--- src/rtl/freq_sel_ctrl.sv ---
// freq_sel_ctrl: frequency index sequencer and half-period divider.
// Holds the frequency index sent to the divider-count translator.
// Divides clk by the returned count into a square wave.
// Index changes are applied only at half-period boundaries.
//
// Ports:
//   clk        system clock, rising edge
//   rst        asynchronous reset, active low
//   en         run enable; low freezes the divider
//   btn_up     one-cycle request for the next higher index
//   btn_dn     one-cycle request for the next lower index
//   auto_sweep automatic index sweep enable
//              (present only with FREQ_SEL_AUTO_SWEEP_EN)
//   div_in     half-period count from the translator
//   sel_out    current index to the translator
//   wave_out   divided square wave
//   tick       one-cycle pulse after every wave_out toggle
//   busy       waiting for the translator after an index change
//   err        translator returned an illegal count of zero
//
// Build option: define FREQ_SEL_AUTO_SWEEP_EN to add the sweep.
module freq_sel_ctrl #(
    parameter int SEL_W      = 3,
    parameter int CNT_W      = 7,
    parameter int SEL_MAX    = 7,
    parameter int XLAT_LAT   = 1,
    parameter int SWEEP_HOLD = 16
) (
    input  logic             clk,
    input  logic             rst,
    input  logic             en,
    input  logic             btn_up,
    input  logic             btn_dn,
`ifdef FREQ_SEL_AUTO_SWEEP_EN
    input  logic             auto_sweep,
`endif
    input  logic [CNT_W-1:0] div_in,
    output logic [SEL_W-1:0] sel_out,
    output logic             wave_out,
    output logic             tick,
    output logic             busy,
    output logic             err
);

    typedef enum logic [1:0] {
        WAIT = 2'd0,
        RUN  = 2'd1,
        HALT = 2'd2
    } state_t;

    localparam int WAIT_W = $clog2(XLAT_LAT + 2);
    localparam logic [WAIT_W-1:0] WAIT_TOP = WAIT_W'(XLAT_LAT);
    localparam logic [SEL_W-1:0] MAX_IDX = SEL_W'(SEL_MAX);
    localparam logic [CNT_W-1:0] CNT_ONE = CNT_W'(1);

    state_t            state;
    logic [WAIT_W-1:0] wcnt;
    logic [CNT_W-1:0]  cnt;
    logic [SEL_W-1:0]  pend_idx;
    logic              pend;

    logic              req_up;
    logic              req_dn;
    logic              req;
    logic [SEL_W-1:0]  req_idx;
    logic              boundary;
    logic              gate_btn;

`ifdef FREQ_SEL_AUTO_SWEEP_EN
    localparam int SWEEP_TOP = 2 * SWEEP_HOLD;
    localparam int SW_W = $clog2(SWEEP_TOP + 1);
    localparam logic [SW_W-1:0] SW_LAST = SW_W'(SWEEP_TOP - 1);

    logic [SW_W-1:0]  sweep_cnt;
    logic             sweep_fire;
    logic [SEL_W-1:0] sweep_idx;

    // Buttons are locked out while the sweep owns the index.
    assign gate_btn = auto_sweep;
`else
    assign gate_btn = 1'b0;
`endif

    // Pressing both buttons in one cycle is treated as no request.
    assign req_up = btn_up & ~btn_dn & ~gate_btn;
    assign req_dn = btn_dn & ~btn_up & ~gate_btn;
    assign req    = req_up | req_dn;

    assign boundary = (state == RUN) && en && (cnt == '0);

    // Requests accumulate onto the pending index, saturating.
    always_comb begin
        req_idx = pend_idx;
        if (req_up && (pend_idx < MAX_IDX)) begin
            req_idx = pend_idx + SEL_W'(1);
        end else if (req_dn && (pend_idx != '0)) begin
            req_idx = pend_idx - SEL_W'(1);
        end
    end

`ifdef FREQ_SEL_AUTO_SWEEP_EN
    always_comb begin
        sweep_fire = auto_sweep && boundary && (sweep_cnt == SW_LAST);
        sweep_idx  = (sel_out == MAX_IDX) ? '0 : sel_out + SEL_W'(1);
    end
`endif

    always_ff @(posedge clk or negedge rst) begin
        if (!rst) begin
            state    <= WAIT;
            wcnt     <= '0;
            cnt      <= '0;
            sel_out  <= '0;
            pend_idx <= '0;
            pend     <= 1'b0;
            wave_out <= 1'b0;
            tick     <= 1'b0;
            busy     <= 1'b1;
            err      <= 1'b0;
`ifdef FREQ_SEL_AUTO_SWEEP_EN
            sweep_cnt <= '0;
`endif
        end else begin
            tick <= 1'b0;

            unique case (state)
                WAIT: begin
                    busy <= 1'b1;
                    if (wcnt == WAIT_TOP) begin
                        // Translator output now reflects sel_out.
                        wcnt <= '0;
                        busy <= 1'b0;
                        if (div_in == '0) begin
                            err   <= 1'b1;
                            state <= HALT;
                        end else begin
                            cnt   <= div_in - CNT_ONE;
                            err   <= 1'b0;
                            state <= RUN;
                        end
                    end else begin
                        wcnt <= wcnt + WAIT_W'(1);
                    end
                end

                RUN: begin
                    if (!en) begin
                        // Frozen: a pending change may go now,
                        // since there is no edge to protect.
                        if (pend) begin
                            pend <= 1'b0;
                            if (pend_idx != sel_out) begin
                                sel_out <= pend_idx;
                                busy    <= 1'b1;
                                state   <= WAIT;
                            end
                        end
                    end else if (cnt != '0) begin
                        cnt <= cnt - CNT_ONE;
                    end else begin
                        wave_out <= ~wave_out;
                        tick     <= 1'b1;
                        pend     <= 1'b0;
                        if (pend && (pend_idx != sel_out)) begin
                            sel_out <= pend_idx;
                            busy    <= 1'b1;
                            state   <= WAIT;
                        end else if (div_in == '0) begin
                            // Reloading zero would wrap; park.
                            err   <= 1'b1;
                            state <= HALT;
                        end else begin
                            cnt <= div_in - CNT_ONE;
                        end
                    end
                end

                HALT: begin
                    busy <= 1'b0;
                    err  <= 1'b1;
                    if (req) begin
                        sel_out <= req_idx;
                        pend    <= 1'b0;
                        busy    <= 1'b1;
                        state   <= WAIT;
                    end
                end

                default: begin
                    state <= WAIT;
                    wcnt  <= '0;
                    busy  <= 1'b1;
                end
            endcase

            // A request always survives the boundary it lands on,
            // so it is merged after the state update.
            if (req) begin
                pend_idx <= req_idx;
                if (state != HALT) begin
                    pend <= 1'b1;
                end
            end

`ifdef FREQ_SEL_AUTO_SWEEP_EN
            if (!auto_sweep) begin
                sweep_cnt <= '0;
            end else if (boundary) begin
                sweep_cnt <= sweep_fire ? '0 : sweep_cnt + SW_W'(1);
            end
            if (sweep_fire) begin
                pend_idx <= sweep_idx;
                pend     <= 1'b1;
            end
`endif
        end
    end

endmodule

--- config.mk ---
export PLATFORM = sky130hd
export DESIGN_NAME = freq_sel_ctrl
export DESIGN_NICKNAME = d
export VERILOG_FILES = /design/src/rtl/freq_sel_ctrl.sv
export SDC_FILE = /design/constraint.sdc
export NUM_CORES = 1
export LEC_CHECK = 0
export CORE_ASPECT_RATIO = 1.5
export CORE_MARGIN = 3
export CORE_UTILIZATION = 56
export CTS_CLUSTER_SIZE = 40
export DETAILED_ROUTE_END_ITERATION = 6
export PLACE_DENSITY_LB_ADDON = 0.08
export SYNTH_ARGS = -nofsm -noshare
export SYNTH_HDL_FRONTEND = slang
export SYNTH_SLANG_ARGS = --single-unit
--- constraint.sdc ---
create_clock -name clk -period 2.37 [get_ports clk]
set_input_delay 0.474 -clock clk [delete_from_list [all_inputs] [get_ports clk]]
set_output_delay 0.474 -clock clk [all_outputs]
set_load 0.005 [all_outputs]
==> summary.txt, run 1 <==
Worst setup path
  • Crit Path Max Fanout: 10
  • Cell family with most CP delay: compound AO/OA/AOI/OAI gates
  • Crit Path Class: reg -> reg
  • R2R Setup Slk: 210 ps
  • Crit end category: register
  • R2r endpoint: cnt[3]
  • Critical R2R Launch: state[1]
  • WP data required: 2530 ps
  • Crit path depth: 7
  • CP Data Arrival Time: 2320 ps
  • Critical path's largest stage delay: 410 ps
  • CP cell instances: inv_1 -> ha_1 -> mux2i_1 -> a21oi_4 -> buf_4 -> o2bb2ai_1 -> o221a_2
  • Reg2reg path depth: 7
  • Crit path buffers/inverters: 2
  • Crit path from: state[1]
  • Crit path max-delay cell type: dfrtp_1
  • Worst setup SP type: register

Synthesis
  • Syn_area_per_cell: 9.022 um^2
  • Syn nets: 210
  • Syn Inst Count: 185
  • YS warnings: 0
  • Async SR Flop Fraction: 100.0%
  • Sequential share of the synthesized area: 33.06%
  • FF+latch count, synth: 22
  • Yosys cell types: 52
  • Synthesized area: 1669 um^2
  • Main synth FF type: dfrtp_1
  • Post-synth EDFFs: 0

Worst hold path
  • Hold Path Sink: wave_out
  • Worst min-delay path class: reg -> reg
  • Min-delay src: wave_out
  • Hold depth: 1

Place
  • HPWL Detailed: 3.258 mm
  • IO Port Bufs: 18
  • Routability congestion estimate: 0.8874

Timing
  • Tcrit/Tclk final: 91.16%
  • Slew HR: 69.55%
  • Fin Setup TNS: 0 ps
  • Final hold violation count: 0
  • Final min period: 2161 ps
  • Worst hold slack: 475.9 ps
  • Achievable frequency: 0.4628 GHz
  • RSZ-0062 raised after global routing: false
  • Worst-Margin Slew: 452.6 ps
  • Final setup fails: 0
  • Clock Skew: 7.068 ps
  • Final slew viol count: 0

Floorplan
  • Chip Width: 50.58 um
  • # rows: 23
  • Die ar.: 3685 um^2
  • Top Ports: 19
  • Die height: 72.87 um
  • Initial Util: 60.42%
  • Core ar.: 2763 um^2

GRT
  • Initial antenna violation count: 0
  • Total congestion overflow: 0
  • Vias in the first global route: 1,567
  • First-pass GRT wire length: 7.024 mm
  • Largest net degree at the start of global routing: 23
  • GRT Resource Usage Total: 25.22%

CTS
  • CTS tree: built
  • Cts hold-fix bufs: 0
  • CTS Buffer Depth: 2
  • Reg clk slew, reported paths: 80 ps
  • Total CTS buffers: 3
  • Clk Latency, worst-skew pair: 270 ps
  • H-tree depth: 1
  • Cts repair resizes: 0
  • Setup Fix Bufs, Post-CTS: 0
  • CTS Root Cell: clkbuf_8
  • CTS Sinks: 22

Detailed routing
  • Mean routed wirelength per cell: 16.73 um
  • Router iterations before antenna repair: 5
  • Drc violations: 0
  • Initial DRC Count: 69
  • Routed via count: 1,553
  • Routed vias/inst: 6.237
  • Final WL: 4.167 mm
  • Antenna-violating nets left: 0

Pwr
  • Maximum VDD drop: 0.0006990 V
  • Total power: 2552 uW
  • P_leak: 0.0008688 uW
  • Power per Cell Area: 1282 nW/um^2

Layout
  • N_diodes: 0
  • Most common cell after layout, fill and taps aside: dfrtp_1
  • Most frequent cells in the layout: 21 x dfrtp_1, 19 x inv_1, 18 x clkdlybuf4s50_1, 16 x nor2_1, 13 x ha_1
  • Share of layout cells above drive strength 1: 10.85%
  • Area grow syn2layout: 19.27%
  • Final net count: 238

Job
  • Max-Cap Viols: 0

Outcome
  • Outcome: completed
## how the worst max path moves through the flow
stage / endpoint / slack, ps
2_1_floorplan: cnt[2] / 440
3_3_place_gp: cnt[2] / 50
3_5_place_dp: cnt[2] / 20
4_1_cts: cnt[3] / 220
5_1_grt: cnt[2] / 80
6_report: cnt[3] / 210
## state kept, by name, indices dropped and copies added, names as in the netlist
| signal | flops |
|---|---|
| tick | 1 |
| wave_out | 1 |
| sel_out | 3 |
| err | 1 |
| cnt | 7 |
| busy | 1 |
| state | 2 |
| pend_idx | 3 |
| wcnt | 2 |
| pend | 1 |
## per-stage QoR
stage                     setup slack (ps)  area (um^2)  instances  util, %
final                                209.4         1991        249    72.06
after global routing                 79.55         1991        249    72.06
after floorplan                      442.1         1669        185        -
after global placement               46.13         1936        245    70.06
after CTS                            222.2         1991        249    72.06
after detailed placement             17.37         1936        245    70.06
## routing by layer
metal  GRT usage, %  wire [um]
met3          3.067        162
met5              0          0
met1          27.82       1592
met4          16.77        172
met2          44.62       2239
## synth_stat cells, drive strengths merged (2+ instances only)
library cell,number,area (um^2)
nand4,2,12.51
mux2,3,33.78
nor2b,3,18.77
o22a,2,17.52
nand3,5,25.02
and2,3,18.77
a22oi,3,22.52
nor4,3,18.77
o31ai,4,43.79
o2111ai,2,17.52
xnor2,4,35.03
inv,19,71.32
nand2,11,41.29
nor2,17,66.32
dfrtp,21,525.5
buf,2,12.51
and3,6,42.54
o221a,3,33.78
a21oi,12,71.32
a31oi,3,18.77
nor3,5,25.02
ha,13,162.7
mux2i,6,60.06
xor2,5,43.79
o21ai,8,40.03
## cells by family after synthesis
kind of cell | after synthesis | synth area share, %
adders and majority gates | 13 | 9.745
AOI/OAI and AO/OA | 51 | 22.87
muxes | 9 | 5.622
DFF | 22 | 33.06
xor gates and xnor gates | 9 | 4.722
and+or+nand+nor | 60 | 18.97
buffers and inverters | 21 | 5.022
## worst register-to-register path: cells and delay by family, from the launching register on
family | cells | cell delay (ps)
compound gates | 3 | 580
flops | 1 | 410
fa+ha+maj | 1 | 390
mux | 1 | 400
buf+inv | 2 | 270
## report_power, final
| group | switching [uW] | internal [uW] |
|---|---|---|
| combinational | 838 | 717 |
| clock | 125 | 148 |
| sequential | 172 | 551 |
| total | 1130 | 1420 |
## layout make-up
cell class,instances,area [um^2]
clock buffers,4,55.05
fillers,224,772.0
inverters,19,71.32
multi-input cells,142,1033
flip-flops and latches,22,551.8
well taps,37,46.29
repair buffers,25,232.7
Note: power is estimated with default switching activity, not from simulation.
==> run 2: changes to the inputs <==
- CORE_ASPECT_RATIO: 1.5 -> 1.75
==> summary.txt, run 2 (same netlist as run 1, synthesis figures left out) <==
Pwr
  • Power share of the clock group: 13.2% (was 10.7%)
  • Power per Cell Area: 1312 nW/um^2 (was 1282 nW/um^2)
  • Net load switching power: 1130 uW (was 1135 uW)
  • Sequential power share: 27.5% (was 28.4%)
  • P_leak: 0.0008861 uW (was 0.0008688 uW)
  • Internal Power: 1506 uW (was 1417 uW)
  • Maximum VDD drop: 0.0007911 V (was 0.0006990 V)
  • Sw frac: 42.87% (was 44.47%)
  • Comb power frac: 59.3% (was 60.9%)

CTS
  • Cts repair resizes: 0 (unchanged)
  • CTS tree: built (unchanged)
  • CTS Buffer Depth: 2 (unchanged)
  • Reg clk slew, reported paths: 90 ps (was 80 ps)
  • CTS Sinks: 22 (unchanged)
  • H-tree depth: 1 (unchanged)
  • Setup Fix Bufs, Post-CTS: 0 (unchanged)
  • Clk Latency, worst-skew pair: 270 ps (about the same)
  • Total CTS buffers: 3 (unchanged)
  • CTS Root Cell: clkbuf_8 (unchanged)
  • Cts hold-fix bufs: 0 (unchanged)

Job
  • Max-Cap Viols: 0 (unchanged)

Worst hold path
  • Hold depth: 1 (unchanged)
  • Worst min-delay path class: reg -> reg (unchanged)

Layout
  • Final Instance Area: 2009 um^2 (was 1991 um^2)
  • Area grow syn2layout: 20.39% (was 19.27%)
  • Biggest regs: cnt: 7 flops, pend_idx: 3 flops, sel_out: 3 flops (unchanged)
  • Most frequent cells in the layout: 21 x dfrtp_1, 19 x inv_1, 18 x clkdlybuf4s50_1, 16 x nor2_1, 13 x ha_1 (unchanged)
  • Share of layout cells above drive strength 1: 11.68% (was 10.85%)
  • Max FFs per register: 7 (unchanged)
  • Final net count: 240 (was 238)
  • Most common cell after layout, fill and taps aside: dfrtp_1 (unchanged)
  • Top reg by flops: cnt (unchanged)
  • N_diodes: 0 (unchanged)

Worst setup path
  • R2r endpoint: cnt[2] (was cnt[3])
  • WP data required: 2530 ps (about the same)
  • CP Data Arrival Time: 2280 ps (was 2320 ps)
  • R2R Setup Slk: 250 ps (was 210 ps)
  • Crit Path Max Fanout: 7 (was 10)
  • Crit Path Class: reg -> reg (unchanged)
  • Worst setup SP type: register (unchanged)
  • Crit end category: register (unchanged)
  • Reg2reg path depth: 7 (unchanged)
  • Crit path capture: cnt[2] (was cnt[3])
  • Critical R2R Launch: state[0] (was state[1])
  • Crit path from: state[0] (was state[1])

Outcome
  • Outcome: completed (unchanged)

Floorplan
  • Chip Width: 47.27 um (was 50.58 um)
  • Die height: 78.22 um (was 72.87 um)
  • Initial Util: 59.96% (was 60.42%)
  • # rows: 25 (was 23)
  • Die ar.: 3697 um^2 (was 3685 um^2)
  • Top Ports: 19 (unchanged)
  • Core ar.: 2784 um^2 (was 2763 um^2)

Timing
  • Final min period: 2121 ps (was 2161 ps)
  • Fin Setup TNS: 0 ps (unchanged)
  • RSZ-0062 raised after global routing: false (unchanged)
  • Worst hold slack: 481.3 ps (was 475.9 ps)
  • Final setup fails: 0 (unchanged)
  • Achievable frequency: 0.4714 GHz (was 0.4628 GHz)
  • Clock Skew: 14.86 ps (was 7.068 ps)
  • Final slew viol count: 0 (unchanged)
  • Slew HR: 69.85% (was 69.55%)
  • Final hold violation count: 0 (unchanged)
  • Worst-Margin Slew: 448.8 ps (was 452.6 ps)
  • Tcrit/Tclk final: 89.50% (was 91.16%)

Detailed routing
  • Routed via count: 1,520 (was 1,553)
  • Mean routed wirelength per cell: 16.85 um (was 16.73 um)
  • Router iterations before antenna repair: 4 (was 5)
  • Initial DRC Count: 72 (was 69)
  • Drc violations: 0 (unchanged)
  • Antenna-violating nets left: 0 (unchanged)
  • Routed vias/inst: 6.307 (was 6.237)
  • Final WL: 4.060 mm (was 4.167 mm)

GRT
  • Total congestion overflow: 0 (unchanged)
  • GRT Resource Usage Total: 24.50% (was 25.22%)
  • Initial antenna violation count: 0 (unchanged)
  • Vias in the first global route: 1,560 (was 1,567)
  • Largest net degree at the start of global routing: 23 (unchanged)
  • First-pass GRT wire length: 6.734 mm (was 7.024 mm)

Place
  • IO Port Bufs: 18 (unchanged)
  • Routability congestion estimate: 0.9402 (was 0.8874)
  • HPWL Detailed: 3.214 mm (was 3.258 mm)
  • Placed Area: 1938 um^2 (was 1936 um^2)
run 2: layout make-up:
class / instances / area [um^2]
well taps: 27 / 33.78
clock inverters: 1 / 30.03
fillers: 235 / 774.5
clock buffers: 3 / 41.29
inverters: 19 / 71.32
flip-flops and latches: 22 / 551.8
repair buffers: 27 / 247.7
multi-input cells: 142 / 1033
run 2: per-layer routing:
| layer | GRT usage [%] | wire length (um) | up-vias |
|---|---|---|---|
| met2 | 46.64 | 2284 | 54 |
| met3 | 2.752 | 129 | 15 |
| li1 | - | - | 734 |
| met4 | 10.80 | 132 | 0 |
| met5 | 0 | 0 | - |
| met1 | 23.47 | 1513 | 717 |
run 2: worst min path at each step:
stage             start  endpoint  slack (ps)
6_report        wcnt[1]   wcnt[1]         480
5_1_grt         wcnt[1]   wcnt[1]         510
4_1_cts         wcnt[1]   wcnt[1]         490
3_5_place_dp    wcnt[1]   wcnt[1]         470
3_3_place_gp   wave_out  wave_out         450
2_1_floorplan       rst    cnt[0]         180
run 2: power groups by stage:
stage	combinational, uW	sequential (uW)	clock, uW
floorplan	1150	687	0
global placement	1500	712	0
detailed placement	1550	726	0
CTS	1560	720	354
global route	1740	746	371
finish	1560	725	347
run 2: per-stage QoR:
stage,worst slack [ps],utilization [%],total power [uW],cells
floorplan,442.1,-,1839,185
global placement,105.4,69.62,2214,237
detailed placement,44.73,69.62,2272,237
CTS,245.4,72.18,2634,241
global route,123.3,72.18,2854,241
finish,248.9,72.18,2635,241
run 2: worst max-delay path, cell delays in order (launching register included):
cell,delay (ps)
dfrtp_1,430
inv_1,120
ha_1,340
mux2i_1,210
a21oi_4,170
nand2_1,90
or3_4,400
o221a_1,250
==> run 3: changes to the inputs <==
- CTS_CLUSTER_SIZE: 40 -> 14
==> results of run 3 <==
No change in the layout: final DEF, timing and power equal those of run 2.
